--- src/rtl/alu_operand_stack.sv ---
// Operand stack and sequencer feeding the 16-bit ALU.
// LIFO of 16-bit words; PUSH/POP/DUP/ALU over valid/ready.
module alu_operand_stack #(
  parameter int DEPTH = 8,
  parameter int DW    = 5
) (
  input  logic          clk,
  input  logic          rst_n,
  input  logic          cmd_valid,
  output logic          cmd_ready,
  input  logic [1:0]    cmd_kind,
  input  logic [15:0]   cmd_data,
  input  logic [4:0]    cmd_func,
  output logic [15:0]   alu_a,
  output logic [15:0]   alu_b,
  output logic [4:0]    alu_f,
  input  logic [15:0]   alu_s,
  output logic [15:0]   tos,
  output logic [DW-1:0] depth,
  output logic          err,
  output logic [1:0]    err_code,
  input  logic          err_clr
);

  localparam int AW = (DEPTH > 1) ? $clog2(DEPTH) : 1;

  localparam logic [1:0] K_PUSH = 2'b00;
  localparam logic [1:0] K_POP  = 2'b01;
  localparam logic [1:0] K_ALU  = 2'b10;
  localparam logic [1:0] K_DUP  = 2'b11;

  localparam logic [1:0] E_NONE  = 2'b00;
  localparam logic [1:0] E_UNDER = 2'b01;
  localparam logic [1:0] E_OVER  = 2'b10;
  localparam logic [1:0] E_ILL   = 2'b11;

  typedef enum logic [1:0] {
    S_IDLE,
    S_EXEC,
    S_ERROR
  } state_t;

  state_t        r_state;
  state_t        w_next;
  logic [15:0]   r_stack [DEPTH];
  logic [DW-1:0] r_sp;
  logic [4:0]    r_alu_f;
  logic [1:0]    r_err_code;

  logic          w_accept;
  logic          w_empty;
  logic          w_lt2;
  logic          w_full;
  logic          w_unary;
  logic          w_exec_unary;
  logic          w_ok;
  logic [1:0]    w_err;
  logic [DW-1:0] w_sp_m1;
  logic [DW-1:0] w_sp_m2;
  logic [AW-1:0] w_i0;
  logic [AW-1:0] w_i1;
  logic [AW-1:0] w_i2;
  logic [15:0]   w_top;
  logic [15:0]   w_nxt;

  assign w_sp_m1      = r_sp - DW'(1);
  assign w_sp_m2      = r_sp - DW'(2);
  assign w_i0         = r_sp[AW-1:0];
  assign w_i1         = w_sp_m1[AW-1:0];
  assign w_i2         = w_sp_m2[AW-1:0];
  assign w_empty      = (r_sp == '0);
  assign w_lt2        = (r_sp < DW'(2));
  assign w_full       = (r_sp == DW'(DEPTH));
  assign w_unary      = cmd_func[4];
  assign w_exec_unary = r_alu_f[4];
  assign w_top        = w_empty ? 16'h0 : r_stack[w_i1];
  assign w_nxt        = w_lt2 ? 16'h0 : r_stack[w_i2];
  assign w_accept     = cmd_valid && cmd_ready;
  assign w_ok         = (r_state == S_IDLE) && w_accept
                        && (w_err == E_NONE);

  // Classify the offered command; illegal func beats underflow.
  always_comb begin
    w_err = E_NONE;
    unique case (cmd_kind)
      K_PUSH: if (w_full) w_err = E_OVER;
      K_POP:  if (w_empty) w_err = E_UNDER;
      K_DUP: begin
        if (w_empty)     w_err = E_UNDER;
        else if (w_full) w_err = E_OVER;
      end
      K_ALU: begin
        if (cmd_func > 5'd18)
          w_err = E_ILL;
        else if (w_unary ? w_empty : w_lt2)
          w_err = E_UNDER;
      end
    endcase
  end

  // State register.
  always_ff @(posedge clk or negedge rst_n) begin
    if (!rst_n) r_state <= S_IDLE;
    else        r_state <= w_next;
  end

  // Next-state logic.
  always_comb begin
    w_next = r_state;
    unique case (r_state)
      S_IDLE: begin
        if (w_accept) begin
          if (w_err != E_NONE)      w_next = S_ERROR;
          else if (cmd_kind == K_ALU) w_next = S_EXEC;
        end
      end
      S_EXEC:  w_next = S_IDLE;
      S_ERROR: if (err_clr) w_next = S_IDLE;
      default: w_next = S_IDLE;
    endcase
  end

  // Outputs decoded from state and registers.
  always_comb begin
    cmd_ready = (r_state != S_EXEC);
    err       = (r_state == S_ERROR);
    err_code  = r_err_code;
    alu_a     = w_top;
    alu_b     = w_nxt;
    tos       = w_top;
    alu_f     = r_alu_f;
    depth     = r_sp;
  end

  // Depth, latched function code and error code.
  always_ff @(posedge clk or negedge rst_n) begin
    if (!rst_n) begin
      r_sp       <= '0;
      r_alu_f    <= '0;
      r_err_code <= E_NONE;
    end else begin
      unique case (r_state)
        S_IDLE: begin
          if (w_accept && w_err != E_NONE) begin
            r_err_code <= w_err;
          end else if (w_accept) begin
            unique case (cmd_kind)
              K_PUSH: r_sp    <= r_sp + DW'(1);
              K_DUP:  r_sp    <= r_sp + DW'(1);
              K_POP:  r_sp    <= w_sp_m1;
              K_ALU:  r_alu_f <= cmd_func;
            endcase
          end
        end
        S_EXEC:  if (!w_exec_unary) r_sp <= w_sp_m1;
        S_ERROR: if (err_clr) r_err_code <= E_NONE;
        default: ;
      endcase
    end
  end

  // Stack storage; contents are don't-care after reset.
  always_ff @(posedge clk) begin
    if (w_ok && cmd_kind == K_PUSH) begin
      r_stack[w_i0] <= cmd_data;
    end else if (w_ok && cmd_kind == K_DUP) begin
      r_stack[w_i0] <= w_top;
    end else if (r_state == S_EXEC) begin
      if (w_exec_unary) r_stack[w_i1] <= alu_s;
      else              r_stack[w_i2] <= alu_s;
    end
  end

endmodule

--- config.mk ---
export PLATFORM = sky130hd
export DESIGN_NAME = alu_operand_stack
export DESIGN_NICKNAME = d
export VERILOG_FILES = /design/src/rtl/alu_operand_stack.sv
export SDC_FILE = /design/constraint.sdc
export NUM_CORES = 1
export LEC_CHECK = 0
export CORE_MARGIN = 2
export CORE_UTILIZATION = 40
export DETAILED_ROUTE_END_ITERATION = 10
export PLACE_DENSITY = 0.71
export SETUP_SLACK_MARGIN = 0.15
export SYNTH_ARGS = -nofsm -noshare
export SYNTH_HDL_FRONTEND = slang
export SYNTH_SLANG_ARGS = --single-unit
--- constraint.sdc ---
create_clock -name clk -period 5.8 [get_ports clk]
set_input_delay 1.74 -clock clk [delete_from_list [all_inputs] [get_ports clk]]
set_output_delay 1.74 -clock clk [all_outputs]
set_load 0.01 [all_outputs]
; ---- After elaboration in Yosys (flattened, before gate mapping)
; Memory sizes are Yosys's and may differ from the RTL's.
; Index checks and enable logic that the tools add are counted.
[classes]
n_bitwise = 2
n_lt_le_gt_ge = 2
n_eq_ne = 14
reduce_logical = 20
addsub = 3
n_mux = 43
[op_table]
columns = cell, count
row1 = 16-bit 2-to-1 mux, 5
row2 = 16-bit OR reduction, 2
row3 = 1-bit 2-to-1 mux, 20
row4 = 5-bit case mux with 2 select lines, 2
row5 = 2-bit 2-to-1 mux, 8
row6 = 5-bit 2-to-1 mux, 3
row7 = 2-bit case mux with 2 select lines, 2
row8 = 2-bit case mux with 4 select lines, 1
row9 = 2-bit == test (second input constant), 3
row10 = 1-bit logical AND, 6
row11 = 2-bit zero test, 3
row12 = 3-bit 2-to-1 mux, 2
row13 = 2-bit by 1-bit != test with 1-bit output (second input constant), 3
row14 = 2-bit != test (second input constant), 3
row15 = 3-bit AND reduction, 2
row16 = 2-bit nonzero test, 3
row17 = 5-bit by 1-bit adder with 5-bit output (second input constant), 1
row18 = 5-bit by 4-bit == test with 1-bit output (second input constant), 1
row19 = 5-bit greater-than comparator (second input constant), 1
row20 = 5-bit zero test, 1
row21 = 5-bit by 2-bit < comparator with 1-bit output (second input constant), 1
row22 = 5-bit AND reduction, 1
row23 = 5-bit by 1-bit subtractor with 5-bit output (second input constant), 1
row24 = 2-bit by 1-bit == test with 1-bit output (second input constant), 2
row25 = other kinds (7), 7
[totals]
regBits = 14
input_bits = 43
ram_bits = 128
n_memories = 1
out_inout_bits = 62
[memory_table]
columns = name, depth, width, read_ports, rd_clocked_by_memory_dff, write_ports, line_no
row1 = r_stack, 8, 16, 2, 0, 1, 45  ; logic [15:0] r_stack [DEPTH];

; ---- Depth between registers and ports, before layout
[depth]
depth_word = 14
ltp_mapped = 12

; ---- Least setup slack after synthesis
; No wires, ideal clock.
[synth_timing]
kind = register -> output
from = register r_sp[0], in the netlist depth[0]
to = output port tos[10]
stages_incl_launch_ff = 11
t_required_ps = 4060
t_arrival_ps = 3079
path_buffers = 5
path_slack_ps = 981
cell_sequence = dfrtp_1 -> buf_1 -> buf_2 -> inv_1 -> ha_1 -> clkbuf_1 -> buf_2 -> mux4_2 -> nand3_1 -> nand2_1 -> buf_4
[synth_between]
elab_chain_len = 3
elab_cells_between_ends = 4
classes_between = add/sub (1) / mux (1) / reduce/logical (1) / memory (1)
[synth_lines]
columns = element, line_no
row1 = start: declaration, 46  ; logic [DW-1:0] r_sp;
row2 = start signal: assignment, 148  ; K_PUSH: r_sp <= r_sp + DW'(1);
row3 = start signal: assignment, 149  ; K_DUP: r_sp <= r_sp + DW'(1);
row4 = start signal: assignment, 150  ; K_POP: r_sp <= w_sp_m1;
row5 = 5-bit by 1-bit subtractor with 5-bit output, 66  ; assign w_sp_m1 = r_sp - DW'(1);
row6 = memory 8 x 16 bit, --
row7 = 16-bit 2-to-1 mux *, 76  ; assign w_top = w_empty ? 16'h0 : r_stack[w_i1];
row8 = end: declaration, 18  ; output logic [15:0] tos,
; Every way passes the cells marked *; elsewhere a longest branch is shown, timed or not.

; ---- Final worst setup path
[layout_timing]
from = register r_sp[0], in the netlist depth[0]
to = output port tos[13]
; The elaborated chain is that of the path after synthesis.

==> impl_summary.md <==
Global route
For met3 alone, demand over resource in global routing was 5.060%. The global-route wire length before repair is 28660 um. The number of global-route vias before repair came to 4959. In this run the most used layer during global routing was met2. The largest net degree at the start of global routing is 69. Global routing finished with a remaining overflow of 0. Global routing used 19.49% of the available tracks. Global routing used 25.07% of the available met1 tracks.

The initial antenna violation count is 0. The fraction of met2 tracks used by global routing is 32.92%.

Critical path
STA puts the critical path data required time at 4.06 ns. At the worst endpoint, the arrival time is 3.36 ns. The setup check on the worst reg-to-reg path leaves a slack of 2.14 ns. The worst register-to-register path ends at r_stack[4][9]$_DFFE_PP_. The type of the worst setup path is flip-flop to output pin.

The worst-path maximum fanout is 21. The critical path goes through inv_1 > ha_2 > buf_4 > mux4_2 > nand3_1 > nand2_1 > clkdlybuf4s50_1. The worst setup path is captured at an output pin. The largest individual stage delay along the critical path comes from the cell sky130_fd_sc_hd__ha_2.

In this run the critical register-to-register path is launched from depth[2]$_DFFE_PN0P_. STA classifies the critical path startpoint as a flip-flop. Measured in cells, the most critical reg-to-reg path has a length of 9.

The worst stage delay on the critical path is 0.82 ns.

Yosys
In the post-synthesis netlist, the biggest area contributors are sky130_fd_sc_hd__edfxtp_1 (52%), sky130_fd_sc_hd__mux4_2 (19%), sky130_fd_sc_hd__dfrtp_1 (4.7%), sky130_fd_sc_hd__nand3_1 (4.6%), sky130_fd_sc_hd__mux2i_1 (2.6%). The count of different cell masters after synthesis is 39. The most frequently used cell type in the post-synthesis netlist is sky130_fd_sc_hd__edfxtp_1. The commonest cells after synthesis are sky130_fd_sc_hd__edfxtp_1 (128), sky130_fd_sc_hd__nand3_1 (69), sky130_fd_sc_hd__mux4_2 (64). The share of cell area taken by muxes after synthesis is 22.71%. The synthesized netlist cell count is 512. By area, the combinational part of the netlist is dominated by multiplexers.

After Yosys synthesis, full adders, half adders and majority gates account for 1.684% of the synthesized area. The count of flip-flops with a built-in enable after synthesis is 128. When the netlist entered floorplanning its net count stood at 565. The share of the yosys chip area belonging to registers is 56.44%.

In this run the mean area of a mapped cell was 14.51 um2. Among all flip-flop cells after synthesis, the most frequent one is sky130_fd_sc_hd__edfxtp_1. In this run the biggest area consumer among cell types represents 51.73% of the synthesized area.

sky130_fd_sc_hd__edfxtp_1 takes more of the synthesized area than any other cell. After synthesis the netlist holds a flip-flop and latch count of 142. During synthesis, Yosys emitted a total of 0 warnings. The mapped netlist covers 7431 um2.

The XOR/XNOR share of the synthesized area is 0.9429%. After Yosys synthesis, and, or, nand and nor cells account for 11.85% of the synthesized area. The share of the synthesized area in compound gates (AO/OA/AOI/OAI) is 2.037%. For this run, asynchronously set or reset flops after synthesis account for 9.859%.

Timing
Measured against its own limit, the worst slew margin works out to 21.90%. The final worst-path setup slack is 0.6990 ns. The worst path uses 87.95% of the clock period. Setup violations remaining at the end of the flow were counted as 0. The maximum operating frequency is 196.0 MHz. The post-layout minimum cycle time is 5.101 ns. Setup repair after global routing left no endpoint under its margin. In the final timing run, aggregate negative setup slack is 0 ns. The slew at the pin closest to its max-slew limit is 1.166 ns.

The tightest hold path in the finished design has a slack of 0.5067 ns. The hold violation total from the final report is 0. The final-report max-slew violation count is 0. The final setup skew is 0.01362 ns.

Detailed routing
The detailed router placed 4840 vias in this run. The routed design has 18510 um of wire. The final routed wire length divided by cell count is 21.88 um. The initial detailed-routing violation count is 350. The number of design rule violations left after detail routing is 0. The routed via count divided by cell count is 5.721. The number of nets with antenna violations after detailed routing is 0. The number of search-and-repair iterations in the first detailed-routing pass is 5.

Finish
The share of cells above drive strength 1 is 21.72%. For this run, the share of the core covered by cells in the final layout is 51.37%. The layout overhead on the synthesized area is 25.04%. Counting the fill cells in the layout gives 1436. The number of nets in the final layout is 657. The repair_antennas step left the layout with diodes totalling 0.

The area of all placed cells without fillers is 9291 um2. Once layout is complete, the cells apart from fillers number 846.

Floorplanning
The die extent in x is 140.3 um. The I/O pin count is 105. The area of the die is 19680 um2. The area of the core is 18090 um2. The total number of placement rows is 49.

For this configuration, the core starts out at a cell density of 41.09%. The floorplan step set the die height to 140.3 um.

Min path
The sink of the worst hold path is alu_f[2]$_DFFE_PN0P_. The worst hold path begins at alu_f[2]$_DFFE_PN0P_. Along the worst hold path, the cell count comes to 1. The type of the worst min-delay path is flip-flop to flip-flop.

CTS
TritonCTS created 17 clock buffers. The clock tree from TritonCTS is done. The clock network latency to the later pin of the worst-skew pair is 0.42 ns.

The number of levels the H-tree was split into is 4. Gates resized during post-CTS repair numbered 0. The number of clock sinks is 142. The post-CTS setup buffer count is 0. The clock root buffer is sky130_fd_sc_hd__clkbuf_16. The clock-pin slew on the worst setup and hold paths is 0.06 ns. The buffer levels on the longest clock path is 2.

The hold-fix buffer count after cts is 0.

Placement
The detailed-placement wirelength estimate is 12450 um. Buffers placed on the I/O ports in this run total 104. The cell count after placement is 814. The post-placement worst setup slack is 0.7910 ns. Routability-driven placement finished with a final weighted congestion of 0.8130.

Summing all placed instances gives a cell area of 8708 um2.

Power
The worst ir drop on vdd is 0.0004156 V. After layout, the design draws a total of 5.741 mW. The leakage power of the design is 3.266 nW. Dividing total power by cell area gives a power density of 617.8 nW/um2.

Status
The run finished with clean final reports.

Flow run
The max-capacitance violation count is 0.
==> metal layers <==
layer / up-vias / part of all wire [%]
met2: 223 / 51
li1: 2158 / -
met4: 0 / 1.3
met5: - / 0
met1: 2434 / 40
met3: 25 / 7.6
==> power by group <==
part / leakage, nW / internal [mW] / switching [mW] / total (mW)
combinational: 1.66 / 1.72 / 1.59 / 3.31
clock: 0.283 / 0.605 / 0.447 / 1.05
sequential: 1.33 / 1.29 / 0.0868 / 1.38
==> how the worst max path moves through the flow <==
stage                         startpoint                 endpoint  slack [ns]
finish              depth[0]$_DFFE_PN0P_                  tos[13]        0.70
floorplan           depth[0]$_DFFE_PN0P_                  tos[10]        0.98
detailed placement           cmd_kind[0]  r_stack[3][9]$_DFFE_PP_        0.79
global route        depth[0]$_DFFE_PN0P_                alu_a[13]        0.52
CTS                 depth[0]$_DFFE_PN0P_                   tos[9]        0.62
global placement             cmd_kind[0]  r_stack[3][6]$_DFFE_PP_        0.91
==> cell type report <==
cell class | instances | area (um2) | share of cell area [%]
flip-flops and latches | 142 | 4198 | 45.18
well taps | 229 | 286.5 | 3.084
clock inverters | 15 | 157.7 | 1.697
inverters | 12 | 45.04 | 0.4848
clock buffers | 17 | 425.4 | 4.579
repair buffers | 122 | 1226 | 13.20
multi-input cells | 309 | 2953 | 31.78
==> critical path: cells and delay by family (launching register included) <==
kind / cells / cell delay, ns
AND/OR/NAND/NOR: 2 / 0.24
adder cells (fa/ha/maj): 1 / 0.82
flip-flops: 1 / 0.40
buffers and inverters: 3 / 0.95
multiplexers: 1 / 0.52
==> layout by cell type (no fill, tap or decap), drive strengths merged, types with 17 or more instances in the layout <==
cell	synthesis	layout
edfxtp	128	128
clkdlybuf4s50	0	104
nand3	69	69
mux4	64	64
nand2	50	50
nor2	29	29
nand2b	19	19
mux2i	19	19
buf	34	18
inv	12	18
clkbuf	15	17
==> flip-flops by register name, indices dropped and copies added, names as in the netlist <==
signal and cells:
alu_f 5, r_stack 128, err_code 2, depth 5, r_state 2
==> logic make-up after synthesis <==
group	Yosys count
and+or+nand+nor	182
adders and majority gates	10
muxes	88
DFF	142
AOI/OAI and AO/OA	21
buffers and inverters	61
xor gates and xnor gates	8
Power figures use the tool's default switching activity.
